==> config.mk <==
export PLATFORM = sky130hd
export DESIGN_NAME = serial_add_ctrl_flat
export DESIGN_NICKNAME = d
export VERILOG_FILES = /design/src/rtl/serial_add_ctrl_if.sv /design/src/rtl/serial_add_ctrl.sv /design/src/flat_wrapper.sv
export SDC_FILE = /design/constraint.sdc
export NUM_CORES = 1
export LEC_CHECK = 0
export ABC_AREA = 0
export CAP_MARGIN = 5
export CORE_ASPECT_RATIO = 1.25
export CORE_MARGIN = 2
export CORE_UTILIZATION = 50
export CTS_CLUSTER_SIZE = 24
export DETAILED_ROUTE_END_ITERATION = 6
export HOLD_SLACK_MARGIN = 0.12
export PLACE_DENSITY = 0.78
export SYNTH_ARGS = -nofsm -noshare
export SYNTH_HDL_FRONTEND = slang
export SYNTH_SLANG_ARGS = --single-unit
==> constraint.sdc <==
create_clock -name clk -period 1.45 [get_ports clk]
set_input_delay 0.435 -clock clk [delete_from_list [all_inputs] [get_ports clk]]
set_output_delay 0.435 -clock clk [all_outputs]
set_load 0.05 [all_outputs]
==> src/rtl/serial_add_ctrl_if.sv <==
// Operand/result handshake bundle for serial_add_ctrl.
// The sub line exists only when SERIAL_ADD_SUB_EN is defined.
interface serial_add_ctrl_if #(
    parameter int WIDTH = 8
) ();
    logic             start;
    logic [WIDTH-1:0] op_a;
    logic [WIDTH-1:0] op_b;
`ifdef SERIAL_ADD_SUB_EN
    logic             sub;
`endif
    logic             busy;
    logic             done;
    logic [WIDTH-1:0] sum;
    logic             carry_out;

    modport master (
        output start, op_a, op_b,
`ifdef SERIAL_ADD_SUB_EN
        output sub,
`endif
        input  busy, done, sum, carry_out
    );

    modport slave (
        input  start, op_a, op_b,
`ifdef SERIAL_ADD_SUB_EN
        input  sub,
`endif
        output busy, done, sum, carry_out
    );
endinterface

==> src/rtl/serial_add_ctrl.sv <==
// Bit-serial WIDTH-bit adder: one full-add cell built from two half adders, LSB first.
// Define SERIAL_ADD_SUB_EN to add the sub input (a - b via ~b and carry-in of 1).
module serial_add_ctrl #(
    parameter int WIDTH = 8
) (
    input  logic             clk,
    input  logic             rst_n,
    serial_add_ctrl_if.slave bus
);
    localparam int CNT_W = $clog2(WIDTH) + 1;
    localparam logic [CNT_W-1:0] LAST_BIT = CNT_W'(WIDTH - 1);

    typedef enum logic [1:0] {IDLE, RUN, DONE} state_t;

    state_t           state;
    logic [WIDTH-1:0] a_sr;
    logic [WIDTH-1:0] b_sr;
    logic             cy;
    logic [CNT_W-1:0] cnt;
    logic [WIDTH-1:0] sum_r;
    logic             carry_out_r;
    logic             busy_r;
    logic             done_r;
    logic             sub_in;

    logic s1, c1, c2, bit_sum, bit_carry;

`ifdef SERIAL_ADD_SUB_EN
    assign sub_in = bus.sub;
`else
    assign sub_in = 1'b0;
`endif

    // Two half adders form the shared full-add cell.
    assign s1        = a_sr[0] ^ b_sr[0];
    assign c1        = a_sr[0] & b_sr[0];
    assign bit_sum   = s1 ^ cy;
    assign c2        = s1 & cy;
    assign bit_carry = c1 | c2;

    // NOTE: state registers use non-blocking assignments so every flop samples pre-edge values.
    always_ff @(posedge clk or negedge rst_n) begin
        if (!rst_n) begin
            state       <= IDLE;
            a_sr        <= '0;
            b_sr        <= '0;
            cy          <= 1'b0;
            cnt         <= '0;
            sum_r       <= '0;
            carry_out_r <= 1'b0;
            busy_r      <= 1'b0;
            done_r      <= 1'b0;
        end else begin
            case (state)
                IDLE: begin
                    done_r <= 1'b0;
                    if (bus.start) begin
                        a_sr        <= bus.op_a;
                        b_sr        <= sub_in ? ~bus.op_b : bus.op_b;
                        cy          <= sub_in;
                        cnt         <= '0;
                        sum_r       <= '0;
                        carry_out_r <= 1'b0;
                        busy_r      <= 1'b1;
                        state       <= RUN;
                    end
                end
                RUN: begin
                    sum_r <= {bit_sum, sum_r[WIDTH-1:1]};
                    a_sr  <= a_sr >> 1;
                    b_sr  <= b_sr >> 1;
                    cy    <= bit_carry;
                    cnt   <= cnt + 1'b1;
                    if (cnt == LAST_BIT) begin
                        carry_out_r <= bit_carry;
                        done_r      <= 1'b1;
                        state       <= DONE;
                    end
                end
                DONE: begin
                    busy_r <= 1'b0;
                    done_r <= 1'b0;
                    state  <= IDLE;
                end
                default: state <= IDLE;
            endcase
        end
    end

    assign bus.busy      = busy_r;
    assign bus.done      = done_r;
    assign bus.sum       = sum_r;
    assign bus.carry_out = carry_out_r;
endmodule
==> src/flat_wrapper.sv <==
// flat-port wrapper written by rule: the top's interface ports become plain ports
module serial_add_ctrl_flat 
#(
    parameter int WIDTH = 8
)
  (clk, rst_n, bus_start, bus_op_a, bus_op_b, bus_busy, bus_done, bus_sum, bus_carry_out);
  serial_add_ctrl_if #(.WIDTH(WIDTH)) bus_i ();
  input  logic clk;
  input  logic rst_n;
  input wire logic [$bits(bus_i.start)-1:0] bus_start;
  input wire logic [$bits(bus_i.op_a)-1:0] bus_op_a;
  input wire logic [$bits(bus_i.op_b)-1:0] bus_op_b;
  output wire logic [$bits(bus_i.busy)-1:0] bus_busy;
  output wire logic [$bits(bus_i.done)-1:0] bus_done;
  output wire logic [$bits(bus_i.sum)-1:0] bus_sum;
  output wire logic [$bits(bus_i.carry_out)-1:0] bus_carry_out;
  assign bus_i.start = bus_start;
  assign bus_i.op_a = bus_op_a;
  assign bus_i.op_b = bus_op_b;
  assign bus_busy = bus_i.busy;
  assign bus_done = bus_i.done;
  assign bus_sum = bus_i.sum;
  assign bus_carry_out = bus_i.carry_out;
  serial_add_ctrl #(.WIDTH(WIDTH)) u_core (.clk(clk), .rst_n(rst_n), .bus(bus_i));
endmodule
==> flow_summary.ini <==
[cts]
root_buffer = clkbuf_4
cts.repair.resized = 2
postCtsSetupRepairBufs = 0
cts_buffers = 5
clk_pin_slew_ns = 0.10
hold_buffers = 0
clock-sinks = 34
cts_tree = built
insertion_delay_ns = 0.33
htree_levels = 2
clockBufferDepth = 2

[timing]
slew_viol_final = 0
hold_viol = 0
rsz0062_at_grt = false
finalCritPeriodShare_pct = 95.71
clock_skew_ns = 0.01165
fmax_ghz = 0.7206
tightest_slew_ns = 0.2839
finalCriticalPeriod_ns = 1.388
setup_viol = 0
maxSlewHeadroom_pct = 80.97

[synth]
ys_types = 26
synth-seq-cells = 34
synthCells = 146
synth-edff-count = 0
synth_top_area_cell = dfrtp_1
synth.most_common_cell = dfrtp_1
syn_avg_cell_area_um2 = 10.20
synth-seq-area-share_pct = 57.14
async_flop_share_pct = 100.0
synth_flop_cell = dfrtp_1
synth.top_cell.area_share_pct = 57.14
ys_top_cells_by_area = dfrtp_1 (57%), nand2_1 (7.6%), nand3_2 (6.1%), nor2_1 (5.3%), o22ai_1 (4.2%)
syn-cell-area_um2 = 1489
yosysWarnings = 0
synthTopCellsByCount = dfrtp_1 (34), nand2_1 (30), nor2_1 (21)
synth_nets = 167

[worst_setup_path]
crit_start = u_core.bus.sum[7]
cpPeakStageDelay_ns = 0.45
critPathCaptureType = primary output
crit_path_end = bus_sum[7]
crit_family = flip-flops
worst-path-stages = 1
crit_buf_inv = 1
rr_startpoint = u_core.state[1]
critPathMaxFanout = 3
reg2reg_slack_ns = 0.08
start_kind = flip-flop
r2r-end = u_core.b_sr[2]
critical_path_class = reg -> out
cp.required_ns = 1.02
crit_chain = buf_12
r2r_cells = 4
worst_path_max_delay_cell = dfrtp_1
crit_arrival_ns = 0.95

[die]
dieHeight_um = 65.01
io-pin-count = 30
initial_core_util_pct = 51.52
row_count = 22
die_w_um = 52.81
dieArea_um2 = 3433
coreArea_um2 = 2890

[grt]
grt_antenna_before_repair = 0
grt-ovfl-total = 0
grt_util_all_layers_pct = 20.28
grt_max_degree = 35
first_global_vias = 1202
grt_pass1_wl_mm = 5.147

[route]
first_pass_iters = 4
vias_per_cell = 5.225
num_vias = 1139
drt_wl_total_mm = 2.915
drc = 0
drtAntennaViolNets = 0
wl_per_cell_um = 13.37
drt_iter0_markers = 32

[layout]
multiInputGateArea_um2 = 578.1
fillers = 208
regArea_um2 = 852.1
diodes = 0
final_nets = 203
drive_above_1_share_pct = 22.53
fin_util_pct = 70.82
syn2layout_area_growth_pct = 37.48

[flow_run]
cap_viol_max_count = 0

[power]
power_density_nw_per_um2 = 2241
p_leak_nw = 0.9655
irDropWorstVdd_v = 0.001359
p_total_mw = 4.587

[hold_path]
hold_class = in -> async

[placement]
routabilityCongestion = 0.7524
numPortBuffers = 29
place_hpwl_mm = 2.044

[status]
status = finished clean
[cells in the final DEF (no fill, tap or decap), types with 2 or more instances in the layout]
master and n:
a22oi_1 4, o22ai_1 10, a21o_1 2, clkinv_2 2, clkdlybuf4s50_1 17, buf_12 15, clkbuf_4 5, a21oi_1 2
inv_1 2, nand3_1 7, dfrtp_1 33, nand3_2 9, nor3b_1 2, mux2i_1 2, nor2_1 21, nand2_1 30
o21ai_0 3, buf_4 5
[flip-flops by register name, summed over array words and instances, names as in the netlist]
register              count
u_core.cy                 1
u_core.state              2
u_core.b_sr               8
u_core.cnt                4
u_core.bus.carry_out      1
u_core.a_sr               8
u_core.bus.done           1
u_core.bus.busy           1
u_core.bus.sum            8
[routing by layer]
metal / part of all wire (%) / vias up / GRT usage [%] / wire length [um]
met1: 43 / 538 / 25.19 / 1255
met5: 0 / - / 0 / 0
li1: - / 563 / - / -
met4: 1.7 / 0 / 9.295 / 51
met3: 5.9 / 5 / 5.069 / 173
met2: 49 / 33 / 32.66 / 1435
[stage by stage]
step	hold WS [ns]	cells	setup TNS (ns)	cell area (um2)	setup slack, ns
after global routing	0.4633	218	0	2047	0.008763
final	0.4575	218	0	2047	0.06226
after detailed placement	0.4869	211	-10.86	1994	-0.4339
after CTS	0.4517	218	0	2043	0.04486
after global placement	0.4789	211	-10.11	1994	-0.4075
after floorplan	0.1394	146	0	1489	0.1437
[how the worst min path moves through the flow]
| stage | slack (ns) | depth (start not counted) | endpoint |
|---|---|---|---|
| 6_report | 0.46 | 2 | u_core.b_sr[1] |
| 5_1_grt | 0.46 | 2 | u_core.a_sr[3] |
| 4_1_cts | 0.45 | 2 | u_core.a_sr[2] |
| 3_5_place_dp | 0.49 | 2 | u_core.a_sr[6] |
| 3_3_place_gp | 0.48 | 2 | u_core.a_sr[6] |
| 2_1_floorplan | 0.14 | 0 | u_core.a_sr[0] |
[where the power goes]
group          internal [mW]  switching, mW  total (mW)
Combinational           1.14           1.23        2.37
Clock                  0.174          0.301       0.475
Sequential              1.37          0.374        1.74
[cell families after synthesis]
logic type	after synthesis	synth area share (%)
fa+ha+maj	2	2.185
simple gates	74	24.79
buf+inv	11	4.370
mux	2	1.345
xor+xnor	1	0.5883
flops	34	57.14
compound gates	22	9.579
[cell type report]
type | count | share of cell area (%)
Tap cell | 36 | 2.200
Clock buffer | 5 | 1.834
Multi-Input combinational cell | 101 | 28.24
Inverter | 2 | 0.3667
Sequential cell | 34 | 41.63
Timing Repair Buffer | 38 | 25.24
Clock inverter | 2 | 0.4890
No activity file was read; power rests on OpenSTA's default activity.
